**config.mk**
```make
export PLATFORM = sky130hd
export DESIGN_NAME = multi_clk_gen
export DESIGN_NICKNAME = d
export VERILOG_FILES = /design/src/rtl/multi_clk_gen_pkg.sv /design/src/rtl/multi_clk_gen_ch.sv /design/src/rtl/multi_clk_gen.sv
export SDC_FILE = /design/constraint.sdc
export NUM_CORES = 1
export LEC_CHECK = 0
export CORE_UTILIZATION = 35
export DETAILED_ROUTE_END_ITERATION = 10
export SLEW_MARGIN = 20
export SYNTH_ARGS = -nofsm -noshare
export SYNTH_HDL_FRONTEND = slang
export SYNTH_SLANG_ARGS = --single-unit
```
**constraint.sdc**
```tcl
create_clock -name clk -period 4.7 [get_ports clk]
set_input_delay 0.47 -clock clk [delete_from_list [all_inputs] [get_ports clk]]
set_output_delay 0.47 -clock clk [all_outputs]
set_load 0.1 [all_outputs]
```
**src/rtl/multi_clk_gen_pkg.sv**
```systemverilog
// Shared types and helpers for the multi-channel clock/strobe generator.
// Latency: n/a (types, constants and a pure validation function).
// Backpressure: n/a.
package multi_clk_gen_pkg;

    // Per-channel lifecycle: stopped, producing periods, finishing the last period
    typedef enum logic [1:0] {
        IDLE  = 2'd0,
        RUN   = 2'd1,
        DRAIN = 2'd2
    } ch_state_t;

    // Default field width for users that want a ready-made config struct
    localparam int CFG_W = 8;

    typedef struct packed {
        logic [CFG_W-1:0] period;
        logic [CFG_W-1:0] high;
        logic [CFG_W-1:0] phase;
    } cfg_t;

    localparam int unsigned RESET_PERIOD = 2;
    localparam int unsigned RESET_HIGH   = 1;
    localparam int unsigned RESET_PHASE  = 0;

    localparam cfg_t RESET_CFG = '{
        period: CFG_W'(RESET_PERIOD),
        high:   CFG_W'(RESET_HIGH),
        phase:  CFG_W'(RESET_PHASE)
    };

    // A config is usable only if it yields at least one high and one low cycle
    // and the start phase lands inside the period.
    function automatic logic cfg_ok(input int unsigned period,
                                    input int unsigned high,
                                    input int unsigned phase);
        return (period >= 2) && (high != 0) && (high < period) && (phase < period);
    endfunction

endpackage

```
**src/rtl/multi_clk_gen_ch.sv**
```systemverilog
// One divided-clock channel: FSM, counter, active/pending config, registered outputs.
// Latency: en/sync sampled at edge k change clk_out at edge k (visible cycle k+1).
// Backpressure: none; config writes are always absorbed (direct load or pending slot).
module multi_clk_gen_ch
    import multi_clk_gen_pkg::*;
#(
    parameter int CNT_W = 8
) (
    input  logic             clk,
    input  logic             rst_n,
    input  logic             wr_i,
    input  logic [CNT_W-1:0] wr_period_i,
    input  logic [CNT_W-1:0] wr_high_i,
    input  logic [CNT_W-1:0] wr_phase_i,
    input  logic             en_i,
    input  logic             sync_i,
    output logic             clk_out_o,
    output logic             rise_tick_o,
    output logic             running_o
);

    typedef struct packed {
        logic [CNT_W-1:0] period;
        logic [CNT_W-1:0] high;
        logic [CNT_W-1:0] phase;
    } ch_cfg_t;

    localparam ch_cfg_t RST_CFG = '{
        period: CNT_W'(RESET_PERIOD),
        high:   CNT_W'(RESET_HIGH),
        phase:  CNT_W'(RESET_PHASE)
    };

    ch_state_t        state_q, state_d;
    logic [CNT_W-1:0] cnt_q, cnt_d;
    ch_cfg_t          act_q, act_d;
    ch_cfg_t          pend_q, pend_d;
    logic             pend_vld_q, pend_vld_d;
    logic             clk_q, clk_d;
    logic             rise_q, rise_d;

    ch_cfg_t wr_cfg;
    ch_cfg_t idle_cfg;
    ch_cfg_t nxt_cfg;
    logic    wrap;

    assign wr_cfg = '{period: wr_period_i, high: wr_high_i, phase: wr_phase_i};
    assign wrap   = (cnt_q == (act_q.period - CNT_W'(1)));
    // Config used when leaving IDLE: a fresh write beats a stranded pending entry
    assign idle_cfg = wr_i ? wr_cfg : (pend_vld_q ? pend_q : act_q);
    // Config in force after this edge while counting: pending is only taken at a wrap
    assign nxt_cfg  = (wrap && pend_vld_q) ? pend_q : act_q;

    // State and datapath registers, all cleared asynchronously
    always_ff @(posedge clk or negedge rst_n) begin
        if (!rst_n) begin
            state_q    <= IDLE;
            cnt_q      <= '0;
            act_q      <= RST_CFG;
            pend_q     <= RST_CFG;
            pend_vld_q <= 1'b0;
            clk_q      <= 1'b0;
            rise_q     <= 1'b0;
        end else begin
            state_q    <= state_d;
            cnt_q      <= cnt_d;
            act_q      <= act_d;
            pend_q     <= pend_d;
            pend_vld_q <= pend_vld_d;
            clk_q      <= clk_d;
            rise_q     <= rise_d;
        end
    end

    // Next-state: disabling at the last cycle of a period stops straight away,
    // otherwise the remainder of the period is drained
    always_comb begin
        state_d = state_q;
        case (state_q)
            IDLE:       if (en_i) state_d = RUN;
            RUN, DRAIN: begin
                if (en_i)      state_d = RUN;
                else if (wrap) state_d = IDLE;
                else           state_d = DRAIN;
            end
            default:    state_d = IDLE;
        endcase
    end

    // Counter, config slots and output level for the next cycle
    always_comb begin
        cnt_d      = cnt_q;
        act_d      = act_q;
        pend_d     = pend_q;
        pend_vld_d = pend_vld_q;
        clk_d      = clk_q;
        if (state_q == IDLE) begin
            act_d      = idle_cfg;
            pend_vld_d = 1'b0;
            if (en_i) begin
                cnt_d = idle_cfg.phase;
                clk_d = (idle_cfg.phase < idle_cfg.high);
            end else begin
                cnt_d = '0;
                clk_d = 1'b0;
            end
        end else begin
            if (wrap && pend_vld_q) begin
                act_d      = pend_q;
                pend_vld_d = 1'b0;
            end
            // A write landing on a wrap edge waits for the following wrap
            if (wr_i) begin
                pend_d     = wr_cfg;
                pend_vld_d = 1'b1;
            end
            if (!en_i && wrap) begin
                cnt_d = '0;
                clk_d = 1'b0;
            end else begin
                if ((state_q == RUN) && en_i && sync_i) cnt_d = nxt_cfg.phase;
                else if (wrap)                          cnt_d = '0;
                else                                    cnt_d = cnt_q + CNT_W'(1);
                clk_d = (cnt_d < nxt_cfg.high);
            end
        end
        rise_d = !clk_q && clk_d;
    end

    assign clk_out_o   = clk_q;
    assign rise_tick_o = rise_q;
    assign running_o   = (state_q != IDLE);

endmodule

```
**src/rtl/multi_clk_gen.sv**
```systemverilog
// Multi-channel clock/strobe generator: write decode, validation, sync fan-out.
// Latency: cfg_err one cycle after the write; channel outputs registered (see channel).
// Backpressure: none; invalid writes are dropped and flagged on cfg_err.
module multi_clk_gen
    import multi_clk_gen_pkg::*;
#(
    parameter int CH    = 2,
    parameter int CNT_W = 8,
    parameter int SEL_W = (CH > 1) ? $clog2(CH) : 1
) (
    input  logic             clk,
    input  logic             rst_n,
    input  logic             cfg_we,
    input  logic [SEL_W-1:0] cfg_ch,
    input  logic [CNT_W-1:0] cfg_period,
    input  logic [CNT_W-1:0] cfg_high,
    input  logic [CNT_W-1:0] cfg_phase,
    input  logic [CH-1:0]    en,
    input  logic             sync_start,
    output logic [CH-1:0]    clk_out,
    output logic [CH-1:0]    rise_tick,
    output logic [CH-1:0]    running,
    output logic             cfg_err
);

    logic          wr_ok;
    logic [CH-1:0] wr_sel;
    logic          cfg_err_q, cfg_err_d;

    // Validate the write and steer it to exactly one channel
    always_comb begin
        wr_ok = cfg_ok(32'(cfg_period), 32'(cfg_high), 32'(cfg_phase))
                && (32'(cfg_ch) < 32'(CH));
        cfg_err_d = cfg_we && !wr_ok;
        wr_sel    = '0;
        for (int i = 0; i < CH; i++) begin
            wr_sel[i] = cfg_we && wr_ok && (32'(cfg_ch) == 32'(i));
        end
    end

    // One-cycle rejection pulse
    always_ff @(posedge clk or negedge rst_n) begin
        if (!rst_n) cfg_err_q <= 1'b0;
        else        cfg_err_q <= cfg_err_d;
    end

    assign cfg_err = cfg_err_q;

    for (genvar g = 0; g < CH; g++) begin : g_ch
        multi_clk_gen_ch #(.CNT_W(CNT_W)) u_ch (
            .clk         (clk),
            .rst_n       (rst_n),
            .wr_i        (wr_sel[g]),
            .wr_period_i (cfg_period),
            .wr_high_i   (cfg_high),
            .wr_phase_i  (cfg_phase),
            .en_i        (en[g]),
            .sync_i      (sync_start),
            .clk_out_o   (clk_out[g]),
            .rise_tick_o (rise_tick[g]),
            .running_o   (running[g])
        );
    end

endmodule
```
### After elaboration in Yosys (flattened, before gate mapping)

Cells that the tools add are included.

* register bits: 123
* input bits: 31
* output and inout port bits: 7
* logic and storage cells: 126

* muxes and demuxes: 42
* reductions and logical operators: 37
* equal/unequal tests: 10
* bitwise gates (word level): 3
* $lt $le $gt $ge: 7
* add/sub/neg operators: 4

Operators with widths (count)
* two-way mux 24 bit: 8
* two-way mux 8 bit: 14
* less-than comparator 8 bit: 6
* logical AND 1 bit: 17
* adder 8 x 1 -> 8 bit, second input constant: 2
* == test 8 bit: 2
* subtractor 8 x 1 -> 8 bit, second input constant: 2
* two-way mux 1 bit: 12
* two-way mux 2 bit: 6
* greater-or-equal comparator 8 x 2 -> 1 bit, second input constant: 1
* one-hot mux 2 bit (2 select lines): 2
* AND reduction 2 bit: 4
* nonzero test 2 bit: 4
* nonzero test 8 bit: 1
* inequality test 3 x 1 -> 1 bit, second input constant: 2
* nonzero test 3 bit: 2
* logical NOT 1 bit: 5
* == test 2 x 1 -> 1 bit, second input constant: 2
* == test 2 bit, second input constant: 2
* logical NOT 2 bit: 2
* inequality test 2 bit, second input constant: 2
* OR reduction 2 bit: 2
* inverter 1 bit: 3

### Logic depth before layout (Yosys ltp)

* depth in word-level cells: 11
* gate-level depth with buffers: 19
* depth with buffers taken out: 17

### Cells and area by module

Synthesis repeated with hierarchy kept, for this count alone.

* cells, all modules: 792
* area total of the unflattened synthesis: 8139.1 um^2

By module, submodules not included
* multi_clk_gen_ch at g_ch[1].u_ch: cells an instance 379, sequential area each 1531.5 um^2, times used 1, area each 3882.5 um^2
* multi_clk_gen_ch at g_ch[0].u_ch: cells an instance 361, sequential area each 1531.5 um^2, times used 1, area each 3821.2 um^2
* multi_clk_gen: cells an instance 52, sequential area each 25.0 um^2, times used 1, area each 435.4 um^2

### Worst setup path before layout

Ideal clock, no wire load.

* path kind: register to register
* start: reg g_ch[1].u_ch.act_q[17] (netlist bit)
* end: reg g_ch[1].u_ch.rise_q
* required time: 4599 ps
* slack: 917 ps
* setup time: 101 ps
* path buffers: 1
* cell stages (with the launch flop): 17
* clock period less this slack: 3783 ps
* data arrival time: 3682 ps
* cells stage by stage: dfstp_2 inv_1 ha_1 maj3_1 a2bb2oi_1 or2_2 o21ai_1 clkbuf_1 o22ai_1 ha_1 a21oi_1 nor2b_1 o21ai_0 nand2_1 a2111oi_0 o211ai_1 o32ai_1

* word-level cells in the longest chain between the ends: 11
* elaborated cells between the ends (all ways): 13
* classes of those cells: add/sub: 1; order compare: 1; eq/ne: 1; mux: 7; reduce/logical: 3

RTL lines
* from (decl): line multi_clk_gen_ch.sv:36 `ch_cfg_t act_q, act_d;`
* from (signal assigned): line multi_clk_gen_ch.sv:67 `act_q <= act_d;`
* subtractor 8 x 1 -> 8 bit *: line multi_clk_gen_ch.sv:48 `assign wrap = (cnt_q == (act_q.period - CNT_W'(1)));`
* == test 8 bit *: line multi_clk_gen_ch.sv:48
* logical AND 1 bit: line multi_clk_gen_ch.sv:52 `assign nxt_cfg = (wrap && pend_vld_q) ? pend_q : act_q;`
* two-way mux 24 bit: line multi_clk_gen_ch.sv:52
* two-way mux 8 bit: line multi_clk_gen_ch.sv:121 `if ((state_q == RUN) && en_i && sync_i) cnt_d = nxt_cfg.phase;`
* two-way mux 8 bit: line multi_clk_gen_ch.sv:117 `if (!en_i && wrap) begin`
* two-way mux 8 bit: line multi_clk_gen_ch.sv:97 `if (state_q == IDLE) begin`
* less-than comparator 8 bit: line multi_clk_gen_ch.sv:124 `clk_d = (cnt_d < nxt_cfg.high);`
* two-way mux 1 bit *: line multi_clk_gen_ch.sv:117
* two-way mux 1 bit *: line multi_clk_gen_ch.sv:97
* logical AND 1 bit *: line multi_clk_gen_ch.sv:127 `rise_d = !clk_q && clk_d;`
* named net g_ch[1].u_ch.rise_d: line multi_clk_gen_ch.sv:40 `logic rise_q, rise_d;`
* to (signal assigned): line multi_clk_gen_ch.sv:71 `rise_q <= rise_d;`
* to (decl): line multi_clk_gen_ch.sv:40

Mark *: on every way through the listed nets, which the timed path passes. The rest lies on a longest branch. The select of a mux whose other input is x is not followed.
A chain may end at the register's enable or synchronous reset.

### Worst setup path after layout

* start: reg g_ch[1].u_ch.act_q[17] (netlist bit)
* end: reg g_ch[1].u_ch.clk_q

* word-level cells in the longest chain between the ends: 10
* elaborated cells between the ends (all ways): 12
* classes of those cells: add/sub: 1; order compare: 1; eq/ne: 1; mux: 7; reduce/logical: 2

RTL lines
* subtractor 8 x 1 -> 8 bit *: line multi_clk_gen_ch.sv:48
* == test 8 bit *: line multi_clk_gen_ch.sv:48
* logical AND 1 bit: line multi_clk_gen_ch.sv:52
* two-way mux 24 bit: line multi_clk_gen_ch.sv:52
* two-way mux 8 bit: line multi_clk_gen_ch.sv:121
* two-way mux 8 bit: line multi_clk_gen_ch.sv:117
* two-way mux 8 bit: line multi_clk_gen_ch.sv:97
* less-than comparator 8 bit: line multi_clk_gen_ch.sv:124
* two-way mux 1 bit *: line multi_clk_gen_ch.sv:117
* two-way mux 1 bit *: line multi_clk_gen_ch.sv:97
* named net g_ch[1].u_ch.clk_d: line multi_clk_gen_ch.sv:39 `logic clk_q, clk_d;`
* to (signal assigned): line multi_clk_gen_ch.sv:70 `clk_q <= clk_d;`
* to (decl): line multi_clk_gen_ch.sv:39

Marked as above.

==> flow_summary.yaml <==
pwr:
  power_mw: 6.78
  p_per_area_nw_per_um2: 675
  p_leak_nw: 4.44
  ir_drop_mv: 0.270
cts:
  numCtsBuffers: 17
  cts_root_buf: "clkbuf_16"
  cts_tree: "yes"
  worstSkewPairLatency_ns: 0.42
  path_clk_slew_ns: 0.06
  clock_path_buffers: 2
  cts.htree.levels: 4
  cts.sinks: 123
worst_setup_path:
  crit_type: "reg2reg"
  crit_arrival_ns: 4.67
  start_kind: "flip-flop"
  crit-reg2reg-launch: "g_ch[1].u_ch.act_q[17]"
  critPathSlowestCell: "dfstp_2"
  max_stage_delay_ns: 0.60
  critical-path-top-delay-family: "compound AO/OA/AOI/OAI gates"
  critPathMaxFanout: 8
  cp.required_ns: 5.02
  crit_chain: "inv_1 -> ha_1 -> maj3_1 -> a2bb2oi_1 -> nor2_1 -> nand3_2 -> buf_4 -> mux2i_1 -> o22ai_1 -> ha_1 -> a21oi_1 -> nor2b_1 -> o21ai_0 -> nand2_1 -> a2111oi_2 -> o21ai_0 -> o31ai_1"
  startpoint: "g_ch[1].u_ch.act_q[17]"
  cp_num_buf_inv: 2
  crit_path_end_kind: "flip-flop"
synthesis:
  postSynthAreaPerCell_um2: 10.2
  synth_compound_area_frac: 0.159
  synth-simple-area-share: 0.144
  synth_area_leader_cell: "dfrtp_1"
  yosys.area.top_type_share: 0.339
  synthDistinctLibCells: 80
  synthMuxAreaShare: 0.176
  synth_common_cells: "dfrtp_1 (115), mux2i_1 (88), ha_1 (52), nor2_1 (52), a21oi_1 (48)"
  synthCells: 835
  synth_fa_ha_area_frac: 0.0779
  synth_seq_cells: 123
  synth-xor-area-share: 0.0330
  synth_area_leaders: "dfrtp_1 (34%), mux2i_1 (10%), ha_1 (7.7%)"
  synth-seq-area-share: 0.364
  yosysMostFrequentCell: "dfrtp_1"
  synthArstFlopShare: 1.00
  synth_fp_nets: 918
  syn_area_um2: 8480
  synth_edf_count: 0
  yosysWarnings: 0
  ys.flop_type: "dfrtp_1"
  synth_top_family_by_area: "multiplexers"
hold_path:
  hold_class: "in2async"
routing:
  routed_wl_um: 24300
  first_pass_iters: 5
  drtAntennaViolNets: 0
  wl_per_cell_um: 19.7
  avgViaCountPerCell: 5.55
  remaining_drc_errors: 0
  drtIter0Drc: 497
  vias: 6822
finish:
  drive_gt1_frac: 0.164
  fin_cells: 1229
  area_growth_pct: 18.4
  antenna_cells: 0
  layout.nets: 980
timing:
  finalWorstSetupSlack_ns: 0.353
  setup_viol: 0
  hold_slack_ns: 0.0456
  max-slew-margin-rel: 0.349
  hold_violations: 0
  max_freq_mhz: 230
  period_share: 0.925
  rsz0062_at_grt: "false"
  worst_pin_slew_ns: 0.973
  drv_slew: 0
  min_period_ns: 4.35
  finalSetupTns_ns: 0
  fin_skew_ns: 0.00784
global_routing:
  antenna_found_initial: 0
  grt_max_degree: 54
  grt_pass1_vias: 6762
  grt_usage: 0.207
  grt_pass1_wl_um: 38800
  grt_remaining_overflow: 0
place:
  portBuffers: 37
  dpl_worst_slack_ns: 0.0286
  place_inst: 1197
  hpwl_um: 18100
  gp_congestion: 0.880
floorplanning:
  initial_core_util: 0.359
  std_cell_rows: 56
  core-area_um2: 23600
  die_h_um: 158
  ios: 38
  die_area_um2: 24900
  die_w_um: 158
run:
  drv_cap: 0
run_status:
  status: "complete, no violations"
## through the flow
step / utilization / instance area (µm²)
CTS: 0.425 / 10000
global route: 0.425 / 10000
floorplan: - / 8480
finish: 0.425 / 10000
global placement: 0.398 / 9400
detailed placement: 0.398 / 9400
## worst paths after layout
check	slack [ns]	to	depth (start not counted)
max	0.35	g_ch[1].u_ch.clk_out_o	17
min	0.05	g_ch[0].u_ch.act_q[10]	1
max reg2reg	0.35	g_ch[1].u_ch.clk_out_o	17
min reg2reg	0.51	g_ch[1].u_ch.pend_q[23]	1
max in group asynchronous	3.53	g_ch[0].u_ch.act_q[18]	2
min in group clk	0.51	g_ch[1].u_ch.pend_q[23]	1
## layout make-up
type                            count  area, µm²
Tap cell                          319        399
Inverter                           44        165
Timing Repair Buffer               85        751
Clock buffer                       19        443
Sequential cell                   123       3090
Multi-Input combinational cell    626       5010
Fill cell                        2246      13600
Clock inverter                     13        193
## power by group
group          switching, mW  internal [mW]  total (mW)
sequential             0.453           1.57        2.03
combinational           1.90           1.43        3.34
clock                  0.507          0.906        1.41
total                   2.86           3.91        6.78
## routing by layer
layer,vias to the layer above,GRT usage,share of wire
li1,3248,-,-
met1,3347,0.286,0.47
met2,190,0.324,0.46
met3,37,0.0298,0.040
met4,0,0.0814,0.029
met5,-,0,0
## worst register-to-register path: cells and delay by family (launching register included)
| kind | cells | cell delay (ns) |
|---|---|---|
| AOI/OAI and AO/OA | 7 | 1.48 |
| adders and majority gates | 3 | 0.85 |
| and+or+nand+nor | 4 | 0.70 |
| DFF | 1 | 0.60 |
| buffers and inverters | 2 | 0.36 |
| muxes | 1 | 0.28 |
## registers in the layout (all words and copies together) (netlist names)
name                   flops
g_ch.u_ch.cnt_q           16
g_ch.u_ch.rise_tick_o      2
cfg_err                    1
g_ch.u_ch.pend_vld_q       2
g_ch.u_ch.act_q           48
g_ch.u_ch.state_q          4
g_ch.u_ch.pend_q          48
g_ch.u_ch.clk_out_o        2
## cell families after synthesis
group | count (synthesis)
buffers and inverters | 86
multiplexers | 142
XOR/XNOR | 32
AND/OR/NAND/NOR | 212
AO/OA/AOI/OAI | 187
adder cells (fa/ha/maj) | 53
flip-flops | 123
## layout by cell type, fill, tap and decap left out, types with 32 or more instances in the layout
master,count
buf_4,48
inv_1,44
nor2_1,52
a21oi_1,48
ha_1,52
mux2_2,32
nand2_1,41
mux2i_1,88
dfrtp_1,115
clkdlybuf4s50_1,35
## what timing repair did
item | 4_1_cts | 5_1_grt
resized for setup | 0 | 2
endpoints found under the setup margin | 0 | 2
hold buffers | 0 | 0
buffers inserted | 0 | 0
Power figures use the tool's default switching activity.
